===== src/rtl/shift_pkg.sv =====
// Shared constants and state encoding for the ID/EX shift issue stage.
// Consumed by shift_decode, shift_issue_stage and the future hazard unit.
package shift_pkg;

    localparam int INSTR_W   = 32;
    localparam int OPC_W     = 6;
    localparam int SHAMT_W   = 5;
    localparam int SHIFTOP_W = 3;

    localparam logic [OPC_W-1:0] OP_RTYPE = 6'b000000;

    localparam logic [5:0] FUNCT_SLL  = 6'b000000;
    localparam logic [5:0] FUNCT_SRL  = 6'b000010;
    localparam logic [5:0] FUNCT_SRA  = 6'b000011;
    localparam logic [5:0] FUNCT_SLLV = 6'b000100;
    localparam logic [5:0] FUNCT_SRLV = 6'b000110;
    localparam logic [5:0] FUNCT_SRAV = 6'b000111;

    localparam logic [SHIFTOP_W-1:0] SHIFTOP_SLL  = 3'b000;
    localparam logic [SHIFTOP_W-1:0] SHIFTOP_SRL  = 3'b010;
    localparam logic [SHIFTOP_W-1:0] SHIFTOP_SRA  = 3'b011;
    localparam logic [SHIFTOP_W-1:0] SHIFTOP_SLLV = 3'b100;
    localparam logic [SHIFTOP_W-1:0] SHIFTOP_SRLV = 3'b110;
    localparam logic [SHIFTOP_W-1:0] SHIFTOP_SRAV = 3'b111;

    typedef enum logic [1:0] {
        BUF_EMPTY = 2'd0,
        BUF_ONE   = 2'd1,
        BUF_TWO   = 2'd2
    } buf_state_e;

endpackage


===== src/rtl/shift_issue_stage_if.sv =====
// Upstream (decode) and downstream (shifter) handshake bundle of the shift issue stage.
// master = environment side, slave = the stage itself.
interface shift_issue_stage_if #(
    parameter int DW = 32,
    parameter int RW = 5
);
    logic          in_valid;
    logic          in_ready;
    logic [31:0]   in_instr;
    logic [DW-1:0] in_rs_data;
    logic [DW-1:0] in_rt_data;

    logic          out_valid;
    logic          out_ready;
    logic [DW-1:0] out_rs;
    logic [DW-1:0] out_rt;
    logic [4:0]    out_shamt;
    logic [2:0]    out_shiftop;
    logic [RW-1:0] out_rd;

    modport master (
        output in_valid, in_instr, in_rs_data, in_rt_data, out_ready,
        input  in_ready, out_valid, out_rs, out_rt, out_shamt, out_shiftop, out_rd
    );

    modport slave (
        input  in_valid, in_instr, in_rs_data, in_rt_data, out_ready,
        output in_ready, out_valid, out_rs, out_rt, out_shamt, out_shiftop, out_rd
    );
endinterface


===== src/rtl/shift_issue_stage_decode.sv =====
// Combinational shift-class decode of a raw R-type word; shared with the hazard unit.
module shift_decode
    import shift_pkg::*;
#(
    parameter int RW = 5
) (
    input  logic [INSTR_W-1:0]   instr_i,
    output logic                 is_shift_o,
    output logic                 is_nop_o,
    output logic [SHIFTOP_W-1:0] shiftop_o,
    output logic [SHAMT_W-1:0]   shamt_o,
    output logic [RW-1:0]        rd_o
);
    logic [OPC_W-1:0] opcode;
    logic [5:0]       funct;

    assign opcode    = instr_i[31:26];
    assign funct     = instr_i[5:0];
    assign is_nop_o  = (instr_i == '0);
    assign shiftop_o = funct[2:0];
    assign shamt_o   = instr_i[10:6];
    assign rd_o      = RW'(instr_i[15:11]);

    always_comb begin
        is_shift_o = 1'b0;
        if (opcode == OP_RTYPE) begin
            case (funct)
                FUNCT_SLL, FUNCT_SRL, FUNCT_SRA,
                FUNCT_SLLV, FUNCT_SRLV, FUNCT_SRAV: is_shift_o = 1'b1;
                default:                            is_shift_o = 1'b0;
            endcase
        end
    end
endmodule


===== src/rtl/shift_issue_stage.sv =====
// ID/EX shift issue stage: decode-qualify, 2-entry skid buffer, registered ready.
// Build option SHIFT_FWD_EN adds the EX/MEM writeback bypass onto captured/buffered operands.
module shift_issue_stage
    import shift_pkg::*;
#(
    parameter int DW = 32,
    parameter int RW = 5
) (
    input  logic                clk,
    input  logic                rst,
    input  logic                flush,
    shift_issue_stage_if.slave  bus,
    output logic                drop_pulse
`ifdef SHIFT_FWD_EN
    ,
    input  logic                fwd_we,
    input  logic [RW-1:0]       fwd_rd,
    input  logic [DW-1:0]       fwd_data
`endif
);
    typedef struct packed {
        logic [DW-1:0]        rs;
        logic [DW-1:0]        rt;
        logic [SHAMT_W-1:0]   shamt;
        logic [SHIFTOP_W-1:0] shiftop;
        logic [RW-1:0]        rd;
`ifdef SHIFT_FWD_EN
        logic [RW-1:0]        rs_idx;
        logic [RW-1:0]        rt_idx;
`endif
    } entry_t;

    buf_state_e state_q;
    logic       out_valid_q, in_ready_q, drop_q;
    entry_t     out_q, skid_q;
    entry_t     new_raw, new_d, out_fw, skid_fw;

    logic                 dec_is_shift, dec_is_nop;
    logic [SHIFTOP_W-1:0] dec_shiftop;
    logic [SHAMT_W-1:0]   dec_shamt;
    logic [RW-1:0]        dec_rd;
    logic                 issue_ok, acc, push, pop, drop_d;

    shift_decode #(.RW(RW)) u_dec (
        .instr_i    (bus.in_instr),
        .is_shift_o (dec_is_shift),
        .is_nop_o   (dec_is_nop),
        .shiftop_o  (dec_shiftop),
        .shamt_o    (dec_shamt),
        .rd_o       (dec_rd)
    );

    // instr==0 decodes as SLL $0,$0,0 but must be dropped like any non-shift
    assign issue_ok = dec_is_shift && !dec_is_nop;
    assign acc      = bus.in_valid && in_ready_q && !flush;
    assign push     = acc && issue_ok;
    assign drop_d   = acc && !issue_ok;
    assign pop      = out_valid_q && bus.out_ready;

`ifdef SHIFT_FWD_EN
    function automatic entry_t fwd_apply(input entry_t e, input logic we,
                                         input logic [RW-1:0] rd, input logic [DW-1:0] data);
        entry_t r;
        r = e;
        if (we && (rd != '0) && (rd == e.rs_idx)) r.rs = data;
        if (we && (rd != '0) && (rd == e.rt_idx)) r.rt = data;
        return r;
    endfunction
`endif

    always_comb begin
        new_raw         = '0;
        new_raw.rs      = bus.in_rs_data;
        new_raw.rt      = bus.in_rt_data;
        new_raw.shamt   = dec_shamt;
        new_raw.shiftop = dec_shiftop;
        new_raw.rd      = dec_rd;
`ifdef SHIFT_FWD_EN
        new_raw.rs_idx  = RW'(bus.in_instr[25:21]);
        new_raw.rt_idx  = RW'(bus.in_instr[20:16]);
        new_d   = fwd_apply(new_raw, fwd_we, fwd_rd, fwd_data);
        out_fw  = fwd_apply(out_q,   fwd_we, fwd_rd, fwd_data);
        skid_fw = fwd_apply(skid_q,  fwd_we, fwd_rd, fwd_data);
`else
        new_d   = new_raw;
        out_fw  = out_q;
        skid_fw = skid_q;
`endif
    end

    always_ff @(posedge clk) begin
        if (rst) begin
            state_q     <= BUF_EMPTY;
            out_valid_q <= 1'b0;
            in_ready_q  <= 1'b1;
            drop_q      <= 1'b0;
            out_q       <= '0;
            skid_q      <= '0;
        end else if (flush) begin
            state_q     <= BUF_EMPTY;
            out_valid_q <= 1'b0;
            in_ready_q  <= 1'b1;
            drop_q      <= 1'b0;
        end else begin
            drop_q <= drop_d;
            out_q  <= out_fw;
            skid_q <= skid_fw;
            case (state_q)
                BUF_EMPTY: begin
                    if (push) begin
                        out_q       <= new_d;
                        state_q     <= BUF_ONE;
                        out_valid_q <= 1'b1;
                    end
                end
                BUF_ONE: begin
                    if (push && !pop) begin
                        skid_q     <= new_d;
                        state_q    <= BUF_TWO;
                        in_ready_q <= 1'b0;
                    end else if (push && pop) begin
                        out_q <= new_d;
                    end else if (pop) begin
                        state_q     <= BUF_EMPTY;
                        out_valid_q <= 1'b0;
                    end
                end
                BUF_TWO: begin
                    // in_ready is low here, so only the skid->output move can happen
                    if (pop) begin
                        out_q      <= skid_fw;
                        state_q    <= BUF_ONE;
                        in_ready_q <= 1'b1;
                    end
                end
                default: begin
                    state_q     <= BUF_EMPTY;
                    out_valid_q <= 1'b0;
                    in_ready_q  <= 1'b1;
                end
            endcase
        end
    end

    assign bus.in_ready    = in_ready_q;
    assign bus.out_valid   = out_valid_q;
    assign bus.out_rs      = out_q.rs;
    assign bus.out_rt      = out_q.rt;
    assign bus.out_shamt   = out_q.shamt;
    assign bus.out_shiftop = out_q.shiftop;
    assign bus.out_rd      = out_q.rd;
    assign drop_pulse      = drop_q;
endmodule


===== src/flat_wrapper.sv =====
// flat-port wrapper written by rule: the top's interface ports become plain ports
module shift_issue_stage_flat import shift_pkg::*;
#(
    parameter int DW = 32,
    parameter int RW = 5
)
  (clk, rst, flush, drop_pulse, bus_in_valid, bus_in_instr, bus_in_rs_data, bus_in_rt_data, bus_out_ready, bus_in_ready, bus_out_valid, bus_out_rs, bus_out_rt, bus_out_shamt, bus_out_shiftop, bus_out_rd);
  shift_issue_stage_if #(.DW(DW), .RW(RW)) bus_i ();
  input  logic clk;
  input  logic rst;
  input  logic flush;
  output logic drop_pulse;
  input wire logic [$bits(bus_i.in_valid)-1:0] bus_in_valid;
  input wire logic [$bits(bus_i.in_instr)-1:0] bus_in_instr;
  input wire logic [$bits(bus_i.in_rs_data)-1:0] bus_in_rs_data;
  input wire logic [$bits(bus_i.in_rt_data)-1:0] bus_in_rt_data;
  input wire logic [$bits(bus_i.out_ready)-1:0] bus_out_ready;
  output wire logic [$bits(bus_i.in_ready)-1:0] bus_in_ready;
  output wire logic [$bits(bus_i.out_valid)-1:0] bus_out_valid;
  output wire logic [$bits(bus_i.out_rs)-1:0] bus_out_rs;
  output wire logic [$bits(bus_i.out_rt)-1:0] bus_out_rt;
  output wire logic [$bits(bus_i.out_shamt)-1:0] bus_out_shamt;
  output wire logic [$bits(bus_i.out_shiftop)-1:0] bus_out_shiftop;
  output wire logic [$bits(bus_i.out_rd)-1:0] bus_out_rd;
  assign bus_i.in_valid = bus_in_valid;
  assign bus_i.in_instr = bus_in_instr;
  assign bus_i.in_rs_data = bus_in_rs_data;
  assign bus_i.in_rt_data = bus_in_rt_data;
  assign bus_i.out_ready = bus_out_ready;
  assign bus_in_ready = bus_i.in_ready;
  assign bus_out_valid = bus_i.out_valid;
  assign bus_out_rs = bus_i.out_rs;
  assign bus_out_rt = bus_i.out_rt;
  assign bus_out_shamt = bus_i.out_shamt;
  assign bus_out_shiftop = bus_i.out_shiftop;
  assign bus_out_rd = bus_i.out_rd;
  shift_issue_stage #(.DW(DW), .RW(RW)) u_core (.clk(clk), .rst(rst), .flush(flush), .bus(bus_i), .drop_pulse(drop_pulse));
endmodule

===== config.mk =====
export PLATFORM = sky130hd
export DESIGN_NAME = shift_issue_stage_flat
export DESIGN_NICKNAME = d
export VERILOG_FILES = /design/src/rtl/shift_pkg.sv /design/src/rtl/shift_issue_stage_if.sv /design/src/rtl/shift_issue_stage_decode.sv /design/src/rtl/shift_issue_stage.sv /design/src/flat_wrapper.sv
export SDC_FILE = /design/constraint.sdc
export NUM_CORES = 1
export LEC_CHECK = 0
export BUFFER_PORTS_ARGS = -buffer_cell sky130_fd_sc_hd__buf_2
export CAP_MARGIN = 20
export CORE_AREA = 10 10 92 175
export CTS_CLUSTER_DIAMETER = 40
export DETAILED_ROUTE_END_ITERATION = 7
export DIE_AREA = 0 0 102 185
export PLACE_DENSITY = 0.79
export SLEW_MARGIN = 20
export SYNTH_ARGS = -nofsm -noshare
export SYNTH_HDL_FRONTEND = slang
export SYNTH_SLANG_ARGS = --single-unit

===== constraint.sdc =====
create_clock -name clk -period 3.16 [get_ports clk]
set_clock_uncertainty 0.15 [all_clocks]
set_input_delay 0.158 -clock clk [delete_from_list [all_inputs] [get_ports clk]]
set_output_delay 0.158 -clock clk [all_outputs]
set_load 0.05 [all_outputs]

==> reports/qor_table.md <==
| Parameter | Reported | Unit |
|:---|:---|:---|
| Run status | finished, final reports clean | - |
| Site Rows | 60 | - |
| Min-Delay Endpoint | u_core.skid_fw[63] | - |
| Final RePlAce weighted congestion | 0.832 | - |
| Worst path slowest cell | or4_1 | - |
| Relative area change from synthesis to final layout | 32.4 | % |
| Fin util | 0.684 | - |
| Syn. warnings | 0 | - |
| Most frequently used flop master after synthesis | dfxtp_1 | - |
| Critical path class | in -> reg | - |
| Horizontal extent of the die | 102 | um |
| Distinct cell type count of the synthesized netlist | 34 | - |
| Total cell area at the placement stage | 7780 | um2 |
| Peak fanout along the critical path | 77 | - |
| Unrepaired setup endpoints after global routing | false | - |
| Wire length of the first global-routing pass | 36100 | um |
| Average wire per standard cell | 20.3 | um |
| Buffers on Ports | 180 | - |
| Share of layout cells above drive strength 1 | 0.267 | - |
| Top-count cell post-synth | dfxtp_1 | - |
| R2R Path Start | u_core.state_q[1] | - |
| Number of global-route vias before repair | 6843 | - |
| Worst reg2reg path depth | 4 | - |
| Area of the multi-input gates | 3380 | um2 |
| Min Clock Period, post-route | 2960 | ps |
| Async set-or-reset flop fraction in the synthesized netlist | 0 | - |
| Area fraction of the dominant cell type after synthesis | 0.461 | - |
| Actual transition at the worst max-transition pin | 1130 | ps |
| Cell chain of the critical path | dlygate4sd3_1, buf_2, or4_1, or3_1, o2111a_2, or2_4, a211oi_1 | - |
| Number of optimization iterations in the first detailed-route pass | 5 | - |
| Power Total | 4.24 | mW |
| Synthesized instance count | 762 | - |
| Pins Over Slew Limit | 0 | - |
| Part of the Yosys area used for sequential elements | 0.461 | - |
| Number of synthesized flops with an enable pin | 0 | - |
| Worst reg2reg path endpoint | u_core.bus.out_rs[4] | - |
| Overflow left after global routing | 0 | - |
| Via count | 6941 | - |
| Post-synthesis area per instance | 9.06 | um2 |
| Die footprint | 18900 | um2 |
| Routed wire length | 23000 | um |
| Worst R2R Setup Slack | 650 | ps |
| Mapped Area | 6910 | um2 |
| Worst Hold Class | in -> reg | - |
| Smallest setup slack after layout | 197 | ps |
| Commonest cells in the netlist | dfxtp_1, nor3_1, a21oi_1, nand3_1, o21ai_0 | - |
| Root buffer cell | clkbuf_16 | - |
| H-tree depth reported by CTS | 4 | - |
| Largest cells by area after synthesis | dfxtp_1, mux2i_1, nor3_1 | - |
| Wire length on met1 | 8600 | um |
| I/O pin count | 181 | - |
| Initial cell density of the core | 0.517 | - |
| Worst-skew pair later-pin latency | 420 | ps |
| Drt via density | 6.11 | - |
| Remaining max-slew budget at the tightest pin | 0.247 | - |
| Aggregate negative setup slack | 0 | ps |
| Pin count of the biggest net entering global routing | 80 | - |
| Critical path data arrival time | 3130 | ps |
| Area occupied by registers | 3180 | um2 |
| Number of placed instances with taps included | 1025 | - |
| Clock tree from TritonCTS | yes | - |
| LEAKAGE | 3.98 | nW |
| Setup violators final | 0 | - |
| Minimum setup slack after placement | 370 | ps |
| Residual DRC count | 0 | - |
| Nets | 1069 | - |
| Post-detail-place hpwl | 13600 | um |
| Clock tree sinks | 159 | - |
| Total global-route track usage | 0.238 | - |
| Peak Freq | 338 | MHz |
| Post-Route Hold Slack | 13.8 | ps |
| Total nets after synthesis | 863 | - |
| Number of buffers on the longest clock path | 2 | - |
| Power density over cell area | 464 | nW/um2 |
| Met2 wire length | 11600 | um |
| Max-cap violations | 0 | - |
| Final standard cell count with taps included and fillers excluded | 1136 | - |
| Number of stages on the worst hold path | 2 | - |
| Final hold violation count | 0 | - |
| Clock buffer count from CTS | 17 | - |
| Longest individual stage delay on the worst path | 570 | ps |
| Setup crit end kind | flop | - |
| Area leader, netlist | dfxtp_1 | - |
| Final clock period utilization by the worst path | 0.938 | - |
| 1st-iter DRT viols | 446 | - |
| Initial antenna violation count | 1 | - |
| Die boundary height | 185 | um |
| Post-CTS clock slew at the launch and capture registers of the worst setup and hold paths | 60 | ps |
| Largest voltage drop on the vdd net | 0.426 | mV |
| Final standard cell area without fillers | 9140 | um2 |
| Resized Gates After CTS | 0 | - |
| Start point of the worst hold path | rst | - |
| Number of nets with antenna violations after detailed routing | 0 | - |
| Top sig layer | met4 | - |
| Metal3 WL | 1500 | um |
| Crit start category | primary input | - |
| Core region area | 13400 | um2 |
| Required time of the critical path | 3330 | ps |
| Number of synthesized register bits | 159 | - |
| Filler cells | 1058 | - |
==> power breakdown <==
part / switching, mW / internal, mW
clock network: 0.801 / 1.17
logic: 0.125 / 0.137
registers: 0.000424 / 2.00
total: 0.926 / 3.32
==> worst max-delay path: cells and delay by family <==
family                 cells  cell delay (ps)
buffers and inverters      2              680
AOI/OAI and AO/OA          2              680
and+or+nand+nor            3             1550
==> cell usage in the layout (no fill, tap or decap), drive strengths merged, types with 2 or more instances in the layout <==
| cell | Yosys | layout |
|---|---|---|
| or4 | 2 | 2 |
| nand3 | 79 | 79 |
| clkinv | 0 | 7 |
| nor4 | 5 | 5 |
| nor3 | 85 | 85 |
| inv | 2 | 2 |
| dfxtp | 159 | 159 |
| nand2 | 6 | 6 |
| buf | 16 | 194 |
| mux2i | 77 | 77 |
| nor2b | 2 | 2 |
| bufinv | 0 | 2 |
| o21ai | 78 | 78 |
| or2 | 3 | 3 |
| dlygate4sd3 | 0 | 79 |
| nor2 | 7 | 7 |
| a21oi | 79 | 79 |
| clkbuf | 70 | 20 |
| clkinvlp | 0 | 2 |
| a211oi | 79 | 79 |
==> registers in the layout (all words and copies together) (netlist names) <==
name,cells
u_core.bus.out_rs,32
u_core.state_q,2
u_core.bus.in_ready,1
u_core.bus.out_valid,1
u_core.skid_fw,77
u_core.bus.out_shamt,5
u_core.drop_pulse,1
u_core.bus.out_shiftop,3
u_core.bus.out_rd,5
u_core.bus.out_rt,32
==> routing by layer <==
layer	up-vias	track usage
met5	-	0
met4	0	0.151
met3	87	0.0567
met2	336	0.395
met1	3277	0.264
li1	3241	-
==> worst max path at each step <==
stage                         from                 endpoint  slack [ps]  cells past startpoint
2_1_floorplan  u_core.bus.in_ready       u_core.skid_fw[23]         440                      7
3_3_place_gp       bus_in_instr[7]  u_core.bus.out_shamt[3]         470                      6
3_5_place_dp       bus_in_instr[7]     u_core.bus.out_rs[4]         370                      6
4_1_cts            bus_in_instr[7]       u_core.skid_fw[51]         260                      8
5_1_grt            bus_in_instr[9]       u_core.skid_fw[55]          40                      8
6_report           bus_in_instr[9]     u_core.bus.out_rs[4]         200                      7
==> cell families (layout without fill, tap and decap cells) <==
family          after synthesis  count (layout)  share of synthesized area
compound gates              243             243                      0.230
simple gates                194             194                      0.143
flops                       159             159                      0.461
buf+inv                      88             306                     0.0534
mux                          77              77                      0.112
fa+ha+maj                     1               1                    0.00145
other cells                   0               1                          0
==> area by class of cell <==
cell class	count	share of cell area
Multi-Input combinational cell	515	0.370
Clock inverter	11	0.0129
Clock buffer	20	0.0489
Tap cell	155	0.0212
Sequential cell	159	0.348
Inverter	2	0.000821
Antenna cell	1	0.000274
Timing Repair Buffer	273	0.198
==> repair_timing <==
item	CTS	global route
hold endpoints to repair	141	0
setup endpoints to repair	0	0
hold buffers	79	0
setup buffers	0	0
(Power assumes the default switching activity.)
